## src/rtl/tetris_pkg.sv

```systemverilog
// Shared board geometry, colour-index width, FSM state type and the
// 8-entry colour palette used by the playfield renderer.
//   COLS/ROWS  : board size in cells
//   COLOR_W    : width of a cell colour index (0 = empty)
//   ADDR_W     : board RAM address width (row*COLS+col)
//   palette_rgb: colour index -> 12-bit 4:4:4 colour
//   cell_addr  : (row, col) -> linear board address, shift/add only
package tetris_pkg;

  localparam int COLS    = 10;
  localparam int ROWS    = 20;
  localparam int CELLS   = COLS * ROWS;
  localparam int COLOR_W = 3;
  localparam int ADDR_W  = 8;

  typedef enum logic {
    ST_CLEAR = 1'b0,
    ST_RUN   = 1'b1
  } fsm_state_e;

  // Entries 1..7: cyan, yellow, purple, green, red, blue, orange.
  function automatic logic [11:0] palette_rgb(input logic [COLOR_W-1:0] idx);
    logic [11:0] c;
    case (idx)
      3'd1:    c = 12'h0FF;
      3'd2:    c = 12'hFF0;
      3'd3:    c = 12'h80F;
      3'd4:    c = 12'h0F0;
      3'd5:    c = 12'hF00;
      3'd6:    c = 12'h00F;
      3'd7:    c = 12'hF80;
      default: c = 12'h000;
    endcase
    return c;
  endfunction

  // row*10 + col computed as (row<<3) + (row<<1) + col.
  function automatic logic [ADDR_W-1:0] cell_addr(input logic [4:0] row,
                                                  input logic [3:0] col);
    return ({3'b000, row} << 3) + ({3'b000, row} << 1) + {4'b0000, col};
  endfunction

endpackage

```

## src/rtl/board_ram.sv

```systemverilog
// Board storage: one write port, one synchronous read port, read-first.
//   clk, rst           : clock, async active-low reset (read register only)
//   we, waddr, wdata   : write port
//   raddr, rdata       : read port, data valid the cycle after raddr
// The array itself is not reset; the renderer's clear sweep empties it.
module board_ram #(
  parameter int DEPTH = 200,
  parameter int WIDTH = 3,
  parameter int AW    = $clog2(DEPTH)
) (
  input  logic             clk,
  input  logic             rst,
  input  logic             we,
  input  logic [AW-1:0]    waddr,
  input  logic [WIDTH-1:0] wdata,
  input  logic [AW-1:0]    raddr,
  output logic [WIDTH-1:0] rdata
);

  logic [WIDTH-1:0] r_mem [DEPTH];
  logic [WIDTH-1:0] r_rdata;

  always_ff @(posedge clk) begin
    if (we) r_mem[waddr] <= wdata;
  end

  // Non-blocking read of the array returns the pre-write value on a
  // same-address collision (read-first).
  always_ff @(posedge clk or negedge rst) begin
    if (!rst) r_rdata <= '0;
    else      r_rdata <= r_mem[raddr];
  end

  assign rdata = r_rdata;

endmodule

```

## src/rtl/playfield_render.sv

```systemverilog
// Tetris playfield renderer: maps VGA pixel coordinates onto a 10x20 board,
// draws a 2-pixel border, and outputs the pixel colour with syncs aligned.
//   clk, rst                 : pixel clock, async active-low reset
//   pixel_x/y, video_on      : coordinates and active flag from sync gen
//   hsync, vsync             : active-low syncs from sync gen
//   wr_en/col/row/color      : board cell write (ignored while busy)
//   clear                    : request to empty the board (clear sweep)
//   busy                     : clear sweep in progress
//   rgb, hsync_o, vsync_o    : colour and syncs, 2 clocks after inputs
//   frame_tick               : pulse after vsync falling edge is sampled
//   dbg_state                : FSM state (0 = CLEAR, 1 = RUN)
module playfield_render
  import tetris_pkg::*;
#(
  parameter int X0      = 240,
  parameter int Y0      = 80,
  parameter int CELL_PX = 16
) (
  input  logic         clk,
  input  logic         rst,
  input  logic [9:0]   pixel_x,
  input  logic [9:0]   pixel_y,
  input  logic         video_on,
  input  logic         hsync,
  input  logic         vsync,
  input  logic         wr_en,
  input  logic [3:0]   wr_col,
  input  logic [4:0]   wr_row,
  input  logic [2:0]   wr_color,
  input  logic         clear,
  output logic         busy,
  output logic [11:0]  rgb,
  output logic         hsync_o,
  output logic         vsync_o,
  output logic         frame_tick,
  output logic         dbg_state
);

  localparam int          SH        = $clog2(CELL_PX);
  localparam int          FW        = COLS * CELL_PX;
  localparam int          FH        = ROWS * CELL_PX;
  localparam logic [10:0] FX_LO     = 11'(X0);
  localparam logic [10:0] FX_HI     = 11'(X0 + FW);
  localparam logic [10:0] FY_LO     = 11'(Y0);
  localparam logic [10:0] FY_HI     = 11'(Y0 + FH);
  localparam logic [10:0] BX_LO     = 11'(X0 - 2);
  localparam logic [10:0] BX_HI     = 11'(X0 + FW + 2);
  localparam logic [10:0] BY_LO     = 11'(Y0 - 2);
  localparam logic [10:0] BY_HI     = 11'(Y0 + FH + 2);
  localparam logic [9:0]  CELL_MASK = 10'(CELL_PX - 1);

  fsm_state_e        r_state;
  logic [ADDR_W-1:0] r_clr_addr;
  logic              r_busy;

  // Stage 1 registers
  logic r1_video_on, r1_in_field, r1_border, r1_edge, r1_mask;
  logic r1_hsync, r1_vsync;
  // Stage 2 registers
  logic [11:0] r_rgb;
  logic        r_hsync2, r_vsync2, r_frame_tick;

  logic [10:0]        w_px, w_py;
  logic [9:0]         w_dx, w_dy;
  logic               w_in_field, w_border, w_edge;
  logic [ADDR_W-1:0]  w_rd_addr;
  logic               w_user_ok, w_we;
  logic [ADDR_W-1:0]  w_waddr;
  logic [COLOR_W-1:0] w_wdata, w_ram_rdata, w_cell;
  logic [11:0]        w_rgb_next;

  // ---------------- address mapping (stage 1 combinational) -------------
  assign w_px = {1'b0, pixel_x};
  assign w_py = {1'b0, pixel_y};
  assign w_dx = pixel_x - 10'(X0);
  assign w_dy = pixel_y - 10'(Y0);

  assign w_in_field = video_on && (w_px >= FX_LO) && (w_px < FX_HI)
                               && (w_py >= FY_LO) && (w_py < FY_HI);
  assign w_border   = video_on && !w_in_field
                   && (w_px >= BX_LO) && (w_px < BX_HI)
                   && (w_py >= BY_LO) && (w_py < BY_HI);
  assign w_edge     = ((w_dx & CELL_MASK) == 10'd0) || ((w_dy & CELL_MASK) == 10'd0);
  // Outside the field the read address is parked at 0 to stay in range.
  assign w_rd_addr  = w_in_field ? cell_addr(5'(w_dy >> SH), 4'(w_dx >> SH)) : '0;

  // ---------------- write port: sweep owns it while clearing ------------
  assign w_user_ok = wr_en && (wr_col < 4'(COLS)) && (wr_row < 5'(ROWS)) && !r_busy;
  assign w_we      = (r_state == ST_CLEAR) || w_user_ok;
  assign w_waddr   = (r_state == ST_CLEAR) ? r_clr_addr : cell_addr(wr_row, wr_col);
  assign w_wdata   = (r_state == ST_CLEAR) ? '0 : wr_color;

  board_ram #(
    .DEPTH (CELLS),
    .WIDTH (COLOR_W)
  ) u_board_ram (
    .clk   (clk),
    .rst   (rst),
    .we    (w_we),
    .waddr (w_waddr),
    .wdata (w_wdata),
    .raddr (w_rd_addr),
    .rdata (w_ram_rdata)
  );

  // ---------------- clear FSM ----------------
  always_ff @(posedge clk or negedge rst) begin
    if (!rst) begin
      r_state    <= ST_CLEAR;
      r_clr_addr <= '0;
      r_busy     <= 1'b1;
    end else if (clear) begin
      r_state    <= ST_CLEAR;
      r_clr_addr <= '0;
      r_busy     <= 1'b1;
    end else begin
      case (r_state)
        ST_CLEAR: begin
          if (r_clr_addr == ADDR_W'(CELLS - 1)) begin
            r_state    <= ST_RUN;
            r_clr_addr <= '0;
            r_busy     <= 1'b0;
          end else begin
            r_clr_addr <= r_clr_addr + 1'b1;
          end
        end
        default: begin
          r_state <= ST_RUN;
          r_busy  <= 1'b0;
        end
      endcase
    end
  end

  // ---------------- stage 1 ----------------
  always_ff @(posedge clk or negedge rst) begin
    if (!rst) begin
      r1_video_on <= 1'b0;
      r1_in_field <= 1'b0;
      r1_border   <= 1'b0;
      r1_edge     <= 1'b0;
      r1_mask     <= 1'b0;
      r1_hsync    <= 1'b1;
      r1_vsync    <= 1'b1;
    end else begin
      r1_video_on <= video_on;
      r1_in_field <= w_in_field;
      r1_border   <= w_border;
      r1_edge     <= w_edge;
      r1_mask     <= r_busy;
      r1_hsync    <= hsync;
      r1_vsync    <= vsync;
    end
  end

  // ---------------- stage 2 colour select ----------------
  always_comb begin
    // While clearing, stale RAM contents must not show through.
    w_cell     = r1_mask ? '0 : w_ram_rdata;
    w_rgb_next = 12'h000;
    if (!r1_video_on) begin
      w_rgb_next = 12'h000;
    end else if (r1_border) begin
      w_rgb_next = 12'hFFF;
    end else if (r1_in_field) begin
      if (w_cell == '0) w_rgb_next = r1_edge ? 12'h333 : 12'h222;
      else              w_rgb_next = palette_rgb(w_cell);
    end
  end

  always_ff @(posedge clk or negedge rst) begin
    if (!rst) begin
      r_rgb        <= 12'h000;
      r_hsync2     <= 1'b1;
      r_vsync2     <= 1'b1;
      r_frame_tick <= 1'b0;
    end else begin
      r_rgb        <= w_rgb_next;
      r_hsync2     <= r1_hsync;
      r_vsync2     <= r1_vsync;
      // r1_vsync is the previous vsync sample: high then low -> tick.
      r_frame_tick <= r1_vsync && !vsync;
    end
  end

  assign rgb        = r_rgb;
  assign hsync_o    = r_hsync2;
  assign vsync_o    = r_vsync2;
  assign frame_tick = r_frame_tick;
  assign busy       = r_busy;
  assign dbg_state  = r_state;

endmodule

```

## config.mk

```make
export PLATFORM = sky130hd
export DESIGN_NAME = playfield_render
export DESIGN_NICKNAME = d
export VERILOG_FILES = /design/src/rtl/tetris_pkg.sv /design/src/rtl/board_ram.sv /design/src/rtl/playfield_render.sv
export SDC_FILE = /design/constraint.sdc
export NUM_CORES = 1
export LEC_CHECK = 0
export BUFFER_PORTS_ARGS = -buffer_cell sky130_fd_sc_hd__buf_2
export CORE_UTILIZATION = 55
export CTS_BUF_LIST = sky130_fd_sc_hd__clkbuf_8
export DETAILED_ROUTE_END_ITERATION = 10
export PLACE_DENSITY = 0.71
export SYNTH_ARGS = -nofsm -noshare
export SYNTH_HDL_FRONTEND = slang
export SYNTH_SLANG_ARGS = --single-unit
export TNS_END_PERCENT = 50
```

## constraint.sdc

```tcl
create_clock -name clk -period 4.9 [get_ports clk]
set_input_delay 0.245 -clock clk [delete_from_list [all_inputs] [get_ports clk]]
set_output_delay 0.245 -clock clk [all_outputs]
set_load 0.03 [all_outputs]
```

==> impl_metrics.csv <==
group,metric,value,unit
clock_tree,post_cts_resized,0,
final_layout,syn_to_final_growth,11.56,%
global_route,grt_pass1_vias,18052,
final_layout,diodes,0,
logic_synthesis,syn_area,0.02729,sq mm
global_route,track_usage,0.3215,
min_path,hold_class,"input port to asynchronous set/reset pin",
power_and_ir_drop,switching_share,0.2516,
sta,tns,0,ps
clock_tree,htreeDepth,3,
sta,slew_headroom,0.1881,
logic_synthesis,ys_seq_elements,634,
clock_tree,clk_latency,700,ps
power_and_ir_drop,finalPower,0.01152,W
detailed_routing,drt-wirelength-per-cell,28.45,um
final_layout,final_common_cell,"edfxtp_1",
logic_synthesis,synth_area_per_cell,14.21,sq um
final_layout,nets,2101,
worst_setup_path,crit_fanout,25,
clock_tree,cts_tree,"done",
detailed_routing,drcViolationCount,0,
die,die_h,224.8,um
logic_synthesis,async_reset_ff_frac,0.05363,
power_and_ir_drop,cellInternalPower,0.008618,W
clock_tree,cts_inserted_buffers,99,
sta,final.min_clock_period,3974,ps
sta,fmax,0.2516,GHz
die,initial_utilization,0.5575,
power_and_ir_drop,vdd_drop_max,0.2103,mV
power_and_ir_drop,switchingPower,0.002898,W
worst_setup_path,crit_path_end_kind,"flip-flop",
logic_synthesis,seq_area_frac_synth,0.6916,
sta,grt_setup_unrepaired,"false",
detailed_routing,firstDrtPassIters,6,
global_route,grt.overflow.total,0,
detailed_routing,dr.first_iter.drc_count,2659,
power_and_ir_drop,power_frac_seq,0.513,
clock_tree,cts.sink_count,634,
die,io_pins,56,
sta,report.final.slew_viol_count,0,
worst_setup_path,worst-setup-path-type,"input port to flip-flop",
final_layout,layout-drive-gt1-share,0.1642,
sta,finalCritPeriodShare,0.8111,
global_route,antenna_found_initial,1,
worst_setup_path,arrival,4600,ps
logic_synthesis,ys.flop_type,"edfxtp_1",
sta,setup_viol,0,
detailed_routing,wl,79010,um
logic_synthesis,synth_cells,1920,
power_and_ir_drop,power_frac_clock,0.386,
die,die_area,0.05052,sq mm
placed_design,hpwlAfterDp,49980,um
die,fp.dieW,224.8,um
logic_synthesis,ys_types,96,
power_and_ir_drop,cellPowerDensity,378.2,mW/mm^2
detailed_routing,detail-route-antenna-nets,0,
final_layout,layout_common_cells,"edfxtp_1 (600), nor2_1 (275), nand2_1 (189)",
power_and_ir_drop,leakagePower,10.87,nW
sta,worstMarginPinSlew,1215,ps
global_route,grt_pass1_wl,117100,um
worst_setup_path,worstPathRequired,5530,ps
placed_design,gp_congestion,1.071,
worst_setup_path,start_kind,"input port",
logic_synthesis,syn-num-nets,1989,
detailed_routing,viasPerCell,6.478,
status,status,"completed",
detailed_routing,via_count,17989,
clock_tree,clk_pin_slew,60,ps
worst_setup_path,reg2reg_depth,4,
sta,clock_skew,52.36,ps
die,rows,81,
placed_design,io_buffer_count,55,
logic_synthesis,yosys_warnings,0,
die,coreArea,0.04895,sq mm
clock_tree,clockRootBuffer,"clkbuf_8",
power_and_ir_drop,power_frac_comb,0.101,
clock_tree,clockBufferDepth,3,
sta,finalHoldViolations,0,
flow_run,cap_viol_max_count,0,
logic_synthesis,synth-edff-count,600,
global_route,grt_max_degree,93,
[worst max-delay path, stage by stage]
cell and delay [ps]:
dlygate4sd3_1 530, buf_2 160, xor2_1 190, fa_1 490, inv_1 70, fa_1 510
clkinv_1 190, a2111o_1 330, buf_4 270, a2111oi_0 860, nor4b_2 110, a211o_1 320
o311ai_1 130, or4_1 170
[final timing paths]
check,endpoint,slack (ps),startpoint
worst max-delay path,u_board_ram.rdata[1],930,pixel_x[7]
worst min-delay path,frame_tick,180,rst
worst max register to register,u_board_ram.r_mem[171][0],1610,dbg_state
worst min register to register,hsync_o,360,r1_hsync
max in group asynchronous,u_board_ram.rdata[1],4200,rst
min in group clk,r1_hsync,200,hsync
[cell usage after synthesis (5+ instances only)]
library cell / count / share of area
clkbuf_1: 56 / 0.0077
buf_2: 35 / 0.0064
edfxtp_1: 600 / 0.66
and3_1: 9 / 0.0021
a211oi_1: 20 / 0.0055
a21oi_1: 39 / 0.0072
buf_1: 7 / 0.00096
nor3_1: 24 / 0.0044
dfrtp_1: 29 / 0.027
o31ai_1: 7 / 0.0019
a21o_1: 5 / 0.0014
mux4_2: 39 / 0.032
nand2b_1: 8 / 0.0018
dfstp_2: 5 / 0.0048
a31oi_1: 23 / 0.0053
or4_1: 6 / 0.0017
a221oi_1: 9 / 0.0029
o21ai_0: 74 / 0.014
inv_1: 18 / 0.0025
o221ai_1: 17 / 0.0055
nand4_1: 10 / 0.0023
o2111ai_1: 5 / 0.0016
a311oi_1: 5 / 0.0016
nor2_1: 275 / 0.038
buf_6: 10 / 0.0041
xnor2_1: 11 / 0.0035
xor2_1: 9 / 0.0029
o22ai_1: 26 / 0.0060
buf_4: 9 / 0.0025
o211ai_1: 11 / 0.0030
and2_1: 13 / 0.0030
nand3_1: 41 / 0.0075
mux2i_1: 82 / 0.030
nor2b_1: 18 / 0.0041
ha_1: 26 / 0.012
o311a_1: 5 / 0.0018
a2111oi_0: 15 / 0.0048
nand2_1: 189 / 0.026
a2111oi_2: 5 / 0.0028
nor4_1: 7 / 0.0016
mux2_2: 15 / 0.0062
[final cells by class]
type / instances / area [sq um]
clock inverter: 77 / 516.7
timing repair buffer: 131 / 964.7
fill: 3649 / 18500
sequential: 634 / 18870
tap: 664 / 830.8
clock buffer: 105 / 1445
inverter: 22 / 85.08
multi-input combinational: 1144 / 7731
[timing repair]
action | CTS | global route
hold buffers | 10 | 0
hold endpoints to repair | 41 | 0
setup buffers | 0 | 0
[power by group through the flow]
stage	clock, W	combinational, W	sequential, W
floorplan	0	0.000673	0.00599
global placement	0	0.00111	0.00602
detailed placement	0	0.00112	0.00602
CTS	0.00447	0.00114	0.00591
global route	0.00470	0.00121	0.00591
finish	0.00444	0.00116	0.00591
[kinds of logic after synthesis]
group / count (synthesis) / synth area share
fa+ha+maj: 30 / 0.01485
xor+xnor: 20 / 0.006418
buf+inv: 142 / 0.02645
compound gates: 329 / 0.08912
mux: 137 / 0.06886
flops: 634 / 0.6916
simple gates: 628 / 0.1027
[sequential cells by signal, indices dropped and copies added, names as in the netlist]
name,flops
dbg_state,1
r1_vsync,1
r1_in_field,1
r1_border,1
rgb,11
busy,1
r1_hsync,1
r1_edge,1
vsync_o,1
u_board_ram.r_mem,600
u_board_ram.rdata,3
r1_video_on,1
hsync_o,1
frame_tick,1
r_clr_addr,8
r1_mask,1
[through the flow]
step                      utilization  cells  worst slack, ps  hold WS, ps  cell area [sq um]
after global routing           0.6220   2777            793.6        177.7              30450
after CTS                      0.6220   2777             1037        128.9              30450
final                          0.6220   2777            925.8        181.0              30450
after global placement         0.5799   2585            383.2        346.6              28390
after detailed placement       0.5799   2585            381.1        348.5              28390
after floorplan                     -   1920           0.1505       -50.59              27290
[routing by layer]
metal / vias to the layer above / global-route usage / wire length, um
met5: - / 0 / 11
li1: 7609 / - / -
met4: 2 / 0.1780 / 4438
met3: 280 / 0.07812 / 9163
met1: 8895 / 0.4360 / 29910
met2: 1203 / 0.4805 / 35480
(Power assumes the default switching activity.)
